$ cat config.mk
export PLATFORM = sky130hd
export DESIGN_NAME = nco_lut_arbiter
export DESIGN_NICKNAME = d
export VERILOG_FILES = /design/src/rtl/nco_lut_arbiter.sv
export SDC_FILE = /design/constraint.sdc
export NUM_CORES = 1
export LEC_CHECK = 0
export CORE_MARGIN = 4
export CORE_UTILIZATION = 26
export DETAILED_ROUTE_END_ITERATION = 12
export GPL_TIMING_DRIVEN = 0
export HOLD_SLACK_MARGIN = 0.08
export SYNTH_ARGS = -nofsm -noshare
export SYNTH_HDL_FRONTEND = slang
export SYNTH_SLANG_ARGS = --single-unit
$ cat constraint.sdc
create_clock -name clk -period 5.25 [get_ports clk]
set_input_delay 1.05 -clock clk [delete_from_list [all_inputs] [get_ports clk]]
set_output_delay 1.05 -clock clk [all_outputs]
set_load 0.01 [all_outputs]
$ cat src/rtl/nco_lut_arbiter.sv
// nco_lut_arbiter: round-robin arbiter that shares a dual-read-port quarter-wave
// sine LUT between several NCO phase requesters. Up to two requests per cycle
// are granted (low port first, high port second). Each phase word is folded
// into a quarter-wave index plus sign. The registered LUT words are routed back
// to the requesting channel through a two-stage tag pipeline.
module nco_lut_arbiter #(
  parameter int LUT_Size          = 8,
  parameter int Output_Resolution = 16,
  parameter int Num_Channels      = 4
) (
  input  logic                                        clk,
  input  logic                                        reset_n,
  input  logic [Num_Channels-1:0]                     req,
  input  logic [Num_Channels*(LUT_Size+2)-1:0]        phase,
  output logic [Num_Channels-1:0]                     ack,
  output logic [LUT_Size-1:0]                         index_low,
  output logic [LUT_Size-1:0]                         index_high,
  output logic                                        sign_low,
  output logic                                        sign_high,
  input  logic [Output_Resolution:0]                  lut_value_low,
  input  logic [Output_Resolution:0]                  lut_value_high,
  output logic [Num_Channels-1:0]                     result_valid,
  output logic [Num_Channels*(Output_Resolution+1)-1:0] result_value
);

  localparam int PW = LUT_Size + 2;
  localparam int RW = Output_Resolution + 1;
  localparam int CW = (Num_Channels > 1) ? $clog2(Num_Channels) : 1;

  genvar gi;

  // Channel reached by stepping 'offset' places from 'base', wrapping at Num_Channels
  function automatic logic [CW-1:0] chan_at(input logic [CW-1:0] base, input int offset);
    int sum;
    sum = int'(base) + offset;
    if (sum >= Num_Channels) sum = sum - Num_Channels;
    return CW'(sum);
  endfunction

  // Per-channel quarter-wave fold of the phase word
  logic [LUT_Size-1:0] fold_index [Num_Channels];
  logic                fold_sign  [Num_Channels];

  generate
    for (gi = 0; gi < Num_Channels; gi++) begin : g_fold
      logic [PW-1:0] ph;
      assign ph             = phase[gi*PW +: PW];
      // Odd quadrants run the table backwards; the upper half-wave is negated
      assign fold_sign[gi]  = ph[PW-1];
      assign fold_index[gi] = ph[PW-2] ? ~ph[LUT_Size-1:0] : ph[LUT_Size-1:0];
    end
  endgenerate

  // Registered state
  logic [Num_Channels-1:0] ack_reg;
  logic [CW-1:0]           ptr_reg;
  logic [LUT_Size-1:0]     index_low_reg, index_high_reg;
  logic                    sign_low_reg, sign_high_reg;
  logic                    tag1_valid_low, tag1_valid_high;
  logic [CW-1:0]           tag1_ch_low, tag1_ch_high;
  logic                    tag2_valid_low, tag2_valid_high;
  logic [CW-1:0]           tag2_ch_low, tag2_ch_high;

  // Arbitration results
  logic [Num_Channels-1:0] eligible;
  logic                    grant_low_valid, grant_high_valid;
  logic [CW-1:0]           grant_low_ch, grant_high_ch;
  logic [CW-1:0]           ptr_next;
  logic [Num_Channels-1:0] ack_next;

  // A channel acked this cycle is still showing its old request; mask it out
  assign eligible = req & ~ack_reg;

  // Round-robin scan from ptr: first hit to the low port, second to the high port
  always_comb begin
    grant_low_valid  = 1'b0;
    grant_high_valid = 1'b0;
    grant_low_ch     = '0;
    grant_high_ch    = '0;
    for (int k = 0; k < Num_Channels; k++) begin
      if (eligible[chan_at(ptr_reg, k)]) begin
        if (!grant_low_valid) begin
          grant_low_valid = 1'b1;
          grant_low_ch    = chan_at(ptr_reg, k);
        end else if (!grant_high_valid) begin
          grant_high_valid = 1'b1;
          grant_high_ch    = chan_at(ptr_reg, k);
        end
      end
    end
  end

  // Pointer moves just past the last channel granted, or holds when idle
  always_comb begin
    ptr_next = ptr_reg;
    if (grant_high_valid)     ptr_next = chan_at(grant_high_ch, 1);
    else if (grant_low_valid) ptr_next = chan_at(grant_low_ch, 1);
  end

  generate
    for (gi = 0; gi < Num_Channels; gi++) begin : g_ack
      assign ack_next[gi] = (grant_low_valid  && (grant_low_ch  == CW'(gi))) ||
                            (grant_high_valid && (grant_high_ch == CW'(gi)));
    end
  endgenerate

  // Grant stage: ack, LUT addresses, stage-1 tags and pointer
  always_ff @(posedge clk or negedge reset_n) begin
    if (!reset_n) begin
      ack_reg         <= '0;
      ptr_reg         <= '0;
      index_low_reg   <= '0;
      index_high_reg  <= '0;
      sign_low_reg    <= 1'b0;
      sign_high_reg   <= 1'b0;
      tag1_valid_low  <= 1'b0;
      tag1_valid_high <= 1'b0;
      tag1_ch_low     <= '0;
      tag1_ch_high    <= '0;
    end else begin
      ack_reg         <= ack_next;
      ptr_reg         <= ptr_next;
      tag1_valid_low  <= grant_low_valid;
      tag1_valid_high <= grant_high_valid;
      tag1_ch_low     <= grant_low_ch;
      tag1_ch_high    <= grant_high_ch;
      // An unused port keeps its previous address and sign
      if (grant_low_valid) begin
        index_low_reg <= fold_index[grant_low_ch];
        sign_low_reg  <= fold_sign[grant_low_ch];
      end
      if (grant_high_valid) begin
        index_high_reg <= fold_index[grant_high_ch];
        sign_high_reg  <= fold_sign[grant_high_ch];
      end
    end
  end

  // Stage-2 tags line up with the LUT's registered output
  always_ff @(posedge clk or negedge reset_n) begin
    if (!reset_n) begin
      tag2_valid_low  <= 1'b0;
      tag2_valid_high <= 1'b0;
      tag2_ch_low     <= '0;
      tag2_ch_high    <= '0;
    end else begin
      tag2_valid_low  <= tag1_valid_low;
      tag2_valid_high <= tag1_valid_high;
      tag2_ch_low     <= tag1_ch_low;
      tag2_ch_high    <= tag1_ch_high;
    end
  end

  generate
    for (gi = 0; gi < Num_Channels; gi++) begin : g_result
      logic          valid_reg;
      logic [RW-1:0] value_reg;
      logic          hit_low, hit_high;

      assign hit_low  = tag2_valid_low  && (tag2_ch_low  == CW'(gi));
      assign hit_high = tag2_valid_high && (tag2_ch_high == CW'(gi));

      // Capture this channel's LUT word from whichever port carried it
      always_ff @(posedge clk or negedge reset_n) begin
        if (!reset_n) begin
          valid_reg <= 1'b0;
          value_reg <= '0;
        end else begin
          valid_reg <= hit_low || hit_high;
          if (hit_low)       value_reg <= lut_value_low;
          else if (hit_high) value_reg <= lut_value_high;
        end
      end

      assign result_valid[gi]          = valid_reg;
      assign result_value[gi*RW +: RW] = value_reg;
    end
  endgenerate

  assign ack        = ack_reg;
  assign index_low  = index_low_reg;
  assign index_high = index_high_reg;
  assign sign_low   = sign_low_reg;
  assign sign_high  = sign_high_reg;

endmodule

==> out/results.md, run 1 <==
CTS
* clock latency on the worst-skew pair: 0.36 ns
* CTS-repair resized insts: 0
* H-tree lvl count: 3
* CTS buffer count: 9
* clock root buffer: sky130_fd_sc_hd__clkbuf_16
* CTS tree: yes
* number of buffers inserted by post-CTS setup repair: 0
* Clock Pin Slew Worst Setup and Hold Paths: 0.07 ns
* Max Buffers Root-to-Sink: 2
* hold_buf cts: 0
* # clock sinks: 108

Setup path
* nature of the critical path startpoint: input pin
* category of cells accounting for the largest share of critical-path delay: simple AND/OR/NAND/NOR gates
* CP Data Required Time: 5.47 ns
* critical path's slowest cell: sky130_fd_sc_hd__nor3_4
* crit path DAT: 4.27 ns
* start-to-end type of the worst setup path: in -> reg
* Crit Path Max Fanout: 10
* Critical Path Most Common Cell: sky130_fd_sc_hd__buf_6
* nature of the critical path endpoint: flop
* number of buffers and inverters on the critical path: 4
* worst stage delay on the critical path: 0.44 ns
* critical path cell sequence: clkdlybuf4s50_1, nor2b_1, buf_6, buf_2, o21ai_0, a21oi_1, ha_1, a22oi_1, nor3_1, or3b_1, nor3_4, buf_6, mux2i_1, o21ai_1

Detailed routing
* Remaining DRCs: 0
* total number of vias: 5107
* detailed-route vias per instance: 4.809
* detailed-route wire length per cell: 17.74 um
* post-detailed-routing wire length: 18840 um
* number of nets with antenna violations after detailed routing: 0
* Detailed Routing Iterations Pass 1: 5
* Detailed Route Iter0 Violations: 276

Global route
* gr ovfl total: 0
* number of global-route vias before repair: 5136
* global-route total usage across every layer: 0.1473
* pin count of the biggest net entering global routing: 69
* antenna violations before repair: 2
* first-pass GRT wire length: 29810 um

Min path
* min-delay worst type: reg -> reg

Timing
* final critical delay including setup and external delays: 4.053 ns
* Least-Margin Pin Slew: 1.313 ns
* setup slack after layout: 1.197 ns
* unrepaired setup endpoints after global routing: false
* share of the clock period used by the worst path after layout: 0.7721
* Hold Slack: 0.3508 ns
* clock skew: 0.01491 ns
* number of pins exceeding their max-slew limit in the final report: 0
* top achievable clock speed: 246.7 MHz
* total count of hold-check failures in the final report: 0
* Rel. slew slack: 0.1225
* setup-violating endpoint count in the final report: 0

Placed design
* routability cong.: 0.8235
* detailed placement HPWL: 13920 um
* DP Worst Slack: 0.7977 ns
* port buffer count: 169

Floorplan
* num rows: 54
* core region area: 22090 um2
* Total Die Area: 25270 um2
* count of pins on the block boundary: 174
* Die Width: 159.0 um
* Die H: 159.0 um
* Starting Density: 0.2682

Logic synthesis
* library cell occupying the most area in the post-synthesis netlist: sky130_fd_sc_hd__dfrtp_1
* Net Count, Synth: 678
* Post-synth EDFFs: 0
* most used flip-flop cell after synthesis: sky130_fd_sc_hd__dfrtp_1
* top cells by instance count after synthesis: 119 x sky130_fd_sc_hd__mux2i_1, 108 x sky130_fd_sc_hd__dfrtp_1, 88 x sky130_fd_sc_hd__nand2_1
* post-synthesis cell type count: 53
* post-synthesis sequential area ratio: 0.4562
* post-synthesis average cell area: 9.940 um2
* largest cells by area after synthesis: sky130_fd_sc_hd__dfrtp_1 46%, sky130_fd_sc_hd__mux2i_1 20%, sky130_fd_sc_hd__o21ai_0 6.5%
* share of the synthesized area in the top cell type: 0.4562
* flip-flop and latch count after synthesis: 108
* most frequently used cell type in the post-synthesis netlist: sky130_fd_sc_hd__mux2i_1
* Synthesis Warnings: 0
* async set or reset register ratio after synthesis: 1.000
* post-synthesis cell area: 5924 um2
* cells after synthesis: 596

Finish
* Area Growth Syn to Fin: 39.87%
* area occupied by registers: 2703 um2
* count of fill cells added during filler insertion: 2189
* Finished Core Util: 0.3751
* Largest register FFs: 68
* Total Nets Final: 859
* share of post-route cells with drive strength above 1: 0.06266
* diode insertion count for antenna repair: 0
* multi-input gate area in the final layout: 2944 um2

Power
* Worst IR Drop VDD: 0.2557 mV
* leakage power of the design: 0.003767 uW
* power density over cell area: 624.9 nW/um2

Outcome
* result of the run: finished, final reports clean

Job
* max_cap viols: 0

cell usage in the layout (no fill, tap or decap), types with 3 or more instances in the layout:
cell type / Yosys / final
sky130_fd_sc_hd__clkdlybuf4s50_1: 0 / 168
sky130_fd_sc_hd__mux2i_1: 119 / 119
sky130_fd_sc_hd__dfrtp_1: 108 / 108
sky130_fd_sc_hd__nand2_1: 88 / 88
sky130_fd_sc_hd__o21ai_0: 77 / 77
sky130_fd_sc_hd__xnor2_1: 34 / 34
sky130_fd_sc_hd__clkbuf_1: 23 / 23
sky130_fd_sc_hd__a21oi_1: 13 / 13
sky130_fd_sc_hd__buf_2: 12 / 12
sky130_fd_sc_hd__nor2_1: 12 / 12
sky130_fd_sc_hd__nand3_1: 9 / 9
sky130_fd_sc_hd__clkbuf_16: 0 / 9
sky130_fd_sc_hd__nand2b_1: 7 / 7
sky130_fd_sc_hd__nor3_1: 7 / 7
sky130_fd_sc_hd__o21ai_1: 7 / 7
sky130_fd_sc_hd__inv_1: 6 / 6
sky130_fd_sc_hd__buf_1: 6 / 6
sky130_fd_sc_hd__o22ai_1: 6 / 6
sky130_fd_sc_hd__nor4_1: 5 / 5
sky130_fd_sc_hd__buf_4: 4 / 5
sky130_fd_sc_hd__buf_6: 4 / 4
sky130_fd_sc_hd__or3_1: 4 / 4
sky130_fd_sc_hd__nor2b_1: 3 / 3
sky130_fd_sc_hd__o211ai_1: 3 / 3
sky130_fd_sc_hd__inv_6: 0 / 3
where the power goes:
part	total, uW	switching, uW	leakage [uW]	internal, uW
clock	682	337	0.000147	345
sequential	1510	256	0.00132	1260
combinational	2980	1530	0.00231	1450
stage by stage:
stage	std cells	setup TNS, ns	cell area [um2]	total power, uW
after floorplan	596	0	5924	3176
final	1062	0	8287	5178
after CTS	1062	0	8287	5225
after global placement	1045	-126.36	7966	4491
after global routing	1062	0	8287	5558
after detailed placement	1046	0	7991	4526
worst reg2reg max path: stages, from the launching register on:
cell and delay (ns):
sky130_fd_sc_hd__dfrtp_1 0.34, sky130_fd_sc_hd__buf_2 0.21, sky130_fd_sc_hd__buf_1 0.36, sky130_fd_sc_hd__nor2_1 0.10, sky130_fd_sc_hd__a211oi_1 0.23, sky130_fd_sc_hd__a21oi_1 0.10
sky130_fd_sc_hd__ha_1 0.25, sky130_fd_sc_hd__a22oi_1 0.16, sky130_fd_sc_hd__nor3_1 0.07, sky130_fd_sc_hd__or3b_1 0.42, sky130_fd_sc_hd__nor3_4 0.44, sky130_fd_sc_hd__buf_6 0.24
sky130_fd_sc_hd__mux2i_1 0.24, sky130_fd_sc_hd__o21ai_1 0.08
layout make-up:
| class | instances | area share |
|---|---|---|
| buffer | 49 | 0.02944 |
| clock buffer | 10 | 0.02884 |
| clock inverter | 6 | 0.006795 |
| inverter | 9 | 0.004077 |
| multi-input combinational | 430 | 0.3553 |
| sequential | 108 | 0.3261 |
| tap | 280 | 0.04228 |
| timing repair buffer | 170 | 0.2072 |
worst paths after layout:
check                                         startpoint                                    end  slack (ns)  cells past startpoint
max in group asynchronous                        reset_n               index_low[5]$_DFFE_PN0P_        3.83                      2
min in group asynchronous                        reset_n  g_result[2].value_reg[16]$_DFFE_PN0P_        0.69                      1
worst min-delay path            tag1_ch_low[1]$_DFF_PN0_               tag2_ch_low[1]$_DFF_PN0_        0.35                      0
worst max-delay path                              req[1]              index_high[1]$_DFFE_PN0P_        1.20                     14
worst min register to register  tag1_ch_low[1]$_DFF_PN0_               tag2_ch_low[1]$_DFF_PN0_        0.35                      0
worst max register to register    ptr_reg[1]$_DFFE_PN0P_              index_high[1]$_DFFE_PN0P_        1.87                     13
cell families after synthesis:
group	count (synthesis)	synth area share
and+or+nand+nor	150	0.1189
AOI/OAI and AO/OA	122	0.1170
muxes	121	0.2049
DFF	108	0.4562
buffers and inverters	58	0.04688
xor gates and xnor gates	34	0.05026
adders and majority gates	3	0.005913
routing by layer:
| metal | track usage | wire length (um) | up-vias |
|---|---|---|---|
| met3 | 0.05436 | 1625 | 16 |
| met1 | 0.2022 | 8686 | 2426 |
| met5 | 0 | 22 | - |
| met2 | 0.2256 | 8298 | 222 |
| li1 | - | - | 2439 |
| met4 | 0.02801 | 204 | 4 |
(Power assumes the default switching activity.)
==> run 2, diff against run 1 <==
==> constraint.sdc (replaced) <==
create_clock -name clk -period 4.2 [get_ports clk]
set_input_delay 0.84 -clock clk [delete_from_list [all_inputs] [get_ports clk]]
set_output_delay 0.84 -clock clk [all_outputs]
set_load 0.01 [all_outputs]
==> results of run 2 <==
The final DEF is identical to that of run 1. Status: finished, final reports clean.
Main changes from that run: setup slack after placement 0.7977 ns -> -0.04226 ns; setup slack after layout 1.197 ns -> 0.3566 ns; register-to-register setup slack 1.87 ns -> 0.82 ns; total power 5178 uW -> 6473 uW; worst IR drop on VDD 0.2557 mV -> 0.3196 mV
==> run 3, diff against run 2 <==
--- a/config.mk
+++ b/config.mk
@@ -10,6 +10,8 @@
 export DETAILED_ROUTE_END_ITERATION = 12
 export GPL_TIMING_DRIVEN = 0
 export HOLD_SLACK_MARGIN = 0.08
+export SLEW_MARGIN = 20
 export SYNTH_ARGS = -nofsm -noshare
 export SYNTH_HDL_FRONTEND = slang
 export SYNTH_SLANG_ARGS = --single-unit
+export TNS_END_PERCENT = 30
==> out/results.md, run 3 (same netlist as run 1, synthesis figures left out) <==
CTS
* CTS tree: yes
* Clock Pin Slew Worst Setup and Hold Paths: 0.07 ns
* CTS buffer count: 9
* clock latency on the worst-skew pair: 0.36 ns
* number of buffers inserted by post-CTS setup repair: 0
* clock root buffer: sky130_fd_sc_hd__clkbuf_16
* # clock sinks: 108
* Max Buffers Root-to-Sink: 2
* H-tree lvl count: 3
* hold_buf cts: 0
* CTS-repair resized insts: 0

Power
* leakage power of the design: 0.003754 uW
* Worst IR Drop VDD: 0.2748 mV
* power density over cell area: 779.4 nW/um2
* total power of the final layout: 6455 uW

Detailed routing
* Detailed Route Iter0 Violations: 190
* post-detailed-routing wire length: 19010 um
* Detailed Routing Iterations Pass 1: 5
* detailed-route wire length per cell: 17.88 um
* Remaining DRCs: 0
* detailed-route vias per instance: 4.822
* total number of vias: 5126
* number of nets with antenna violations after detailed routing: 0

Setup path
* start-to-end type of the worst setup path: in -> reg
* nature of the critical path endpoint: flop
* Crit Path Max Fanout: 10
* category of cells accounting for the largest share of critical-path delay: simple AND/OR/NAND/NOR gates
* nature of the critical path startpoint: input pin
* number of buffers and inverters on the critical path: 4
* worst stage delay on the critical path: 0.45 ns
* critical path cell sequence: clkdlybuf4s50_1, nor2b_1, buf_6, buf_2, o21ai_0, a21oi_1, ha_1, a22oi_1, nor3_1, or3b_1, nor3_4, buf_6, mux2i_1, o21ai_1
* crit path DAT: 4.09 ns
* critical path's slowest cell: sky130_fd_sc_hd__nor3_4
* Critical Path Most Common Cell: sky130_fd_sc_hd__buf_6
* CP Data Required Time: 4.43 ns

Finish
* highest-count cells in the layout ignoring fill and taps: 168 x sky130_fd_sc_hd__clkdlybuf4s50_1, 119 x sky130_fd_sc_hd__mux2i_1, 108 x sky130_fd_sc_hd__dfrtp_1
* Largest register FFs: 68
* final std cell area, no fill: 8282 um2
* non-filler instance count after layout: 1063
* most frequent standard cell in the layout excluding fill and tap cells: sky130_fd_sc_hd__clkdlybuf4s50_1
* Area Growth Syn to Fin: 39.79%
* Total Nets Final: 859
* share of post-route cells with drive strength above 1: 0.06138
* Finished Core Util: 0.3748

Timing
* Least-Margin Pin Slew: 0.9093 ns
* Rel. slew slack: 0.3938
* top achievable clock speed: 259.0 MHz
* unrepaired setup endpoints after global routing: false
* share of the clock period used by the worst path after layout: 0.9192
* setup slack after layout: 0.3393 ns
* setup-violating endpoint count in the final report: 0
* final critical delay including setup and external delays: 3.861 ns
* clock skew: 0.01031 ns
* total count of hold-check failures in the final report: 0
* number of pins exceeding their max-slew limit in the final report: 0

Placed design
* Placement Cell Area: 8000 um2
* detailed placement HPWL: 13960 um
* DP Worst Slack: -0.04972 ns
* port buffer count: 169
* routability cong.: 0.8235
* number of instances in the placed design: 1046

Floorplan
* Die H: 159.0 um
* Starting Density: 0.2682
* count of pins on the block boundary: 174
* core region area: 22090 um2
* Total Die Area: 25270 um2
* num rows: 54
* Die Width: 159.0 um

Job
* max_cap viols: 0

Global route
* global-route total usage across every layer: 0.1472
* antenna violations before repair: 2
* gr ovfl total: 0
* pin count of the biggest net entering global routing: 69
* number of global-route vias before repair: 5143
* first-pass GRT wire length: 29640 um

Min path
* min-delay worst type: reg -> reg

Outcome
* result of the run: finished, final reports clean

-- run 3: cell count changes in the layout (fill, tap and decap cells not counted), moves of 2 or more --
cell                         before  now
sky130_fd_sc_hd__clkbuf_1        23   25
sky130_fd_sc_hd__clkinvlp_4       0    2
sky130_fd_sc_hd__inv_6            3    0
sky130_fd_sc_hd__inv_8            0    2
-- run 3: cell type report --
type,count,area [um2]
Multi-Input combinational cell,430,2949
Clock inverter,5,46.29
Antenna cell,1,2.502
Tap cell,280,350.3
Fill cell,2175,13810
Sequential cell,108,2703
Clock buffer,11,232.7
Inverter,9,33.78
Buffer,49,244.0
Timing Repair Buffer,170,1720
-- run 3: metrics by stage --
stage / hold WS [ns] / setup TNS, ns
after floorplan: 0.3312 / 0
after global placement: 0.3349 / -217.08
after detailed placement: 0.3358 / -0.07215
after CTS: 0.3533 / 0
after global routing: 0.3656 / 0
final: 0.3508 / 0
-- run 3: routing by layer --
metal	GRT usage	share of wire	up-vias
met5	0	0.0012	-
met4	0.04221	0.016	4
met3	0.04685	0.079	25
met2	0.2233	0.43	212
met1	0.2026	0.47	2441
li1	-	-	2444
-- run 3: report_power, final --
group / leakage [uW] / total (uW) / switching [uW] / internal (uW)
clock network: 0.000130 / 837 / 424 / 413
logic: 0.00231 / 3720 / 1900 / 1810
registers: 0.00132 / 1900 / 325 / 1570
-- run 3: final timing paths --
check                                          from                                    end  slack [ns]  cells past startpoint
setup reg to reg             ptr_reg[1]$_DFFE_PN0P_              index_high[1]$_DFFE_PN0P_        0.81                     13
max in group asynchronous                   reset_n                  sign_high$_DFFE_PN0P_        3.14                      2
hold reg to reg            tag1_ch_low[1]$_DFF_PN0_               tag2_ch_low[1]$_DFF_PN0_        0.35                      0
setup / recovery                             req[1]              index_high[1]$_DFFE_PN0P_        0.34                     14
min in group asynchronous                   reset_n  g_result[2].value_reg[16]$_DFFE_PN0P_        0.38                      1
hold / removal             tag1_ch_low[1]$_DFF_PN0_               tag2_ch_low[1]$_DFF_PN0_        0.35                      0
-- run 3: worst register-to-register path, stage by stage, from the launching register on --
cell and delay, ns:
sky130_fd_sc_hd__dfrtp_1 0.34, sky130_fd_sc_hd__buf_2 0.20, sky130_fd_sc_hd__buf_1 0.36, sky130_fd_sc_hd__nor2_1 0.09
sky130_fd_sc_hd__a211oi_1 0.25, sky130_fd_sc_hd__a21oi_1 0.10, sky130_fd_sc_hd__ha_1 0.25, sky130_fd_sc_hd__a22oi_1 0.17
sky130_fd_sc_hd__nor3_1 0.08, sky130_fd_sc_hd__or3b_1 0.42, sky130_fd_sc_hd__nor3_4 0.45, sky130_fd_sc_hd__buf_6 0.24
sky130_fd_sc_hd__mux2i_1 0.24, sky130_fd_sc_hd__o21ai_1 0.08
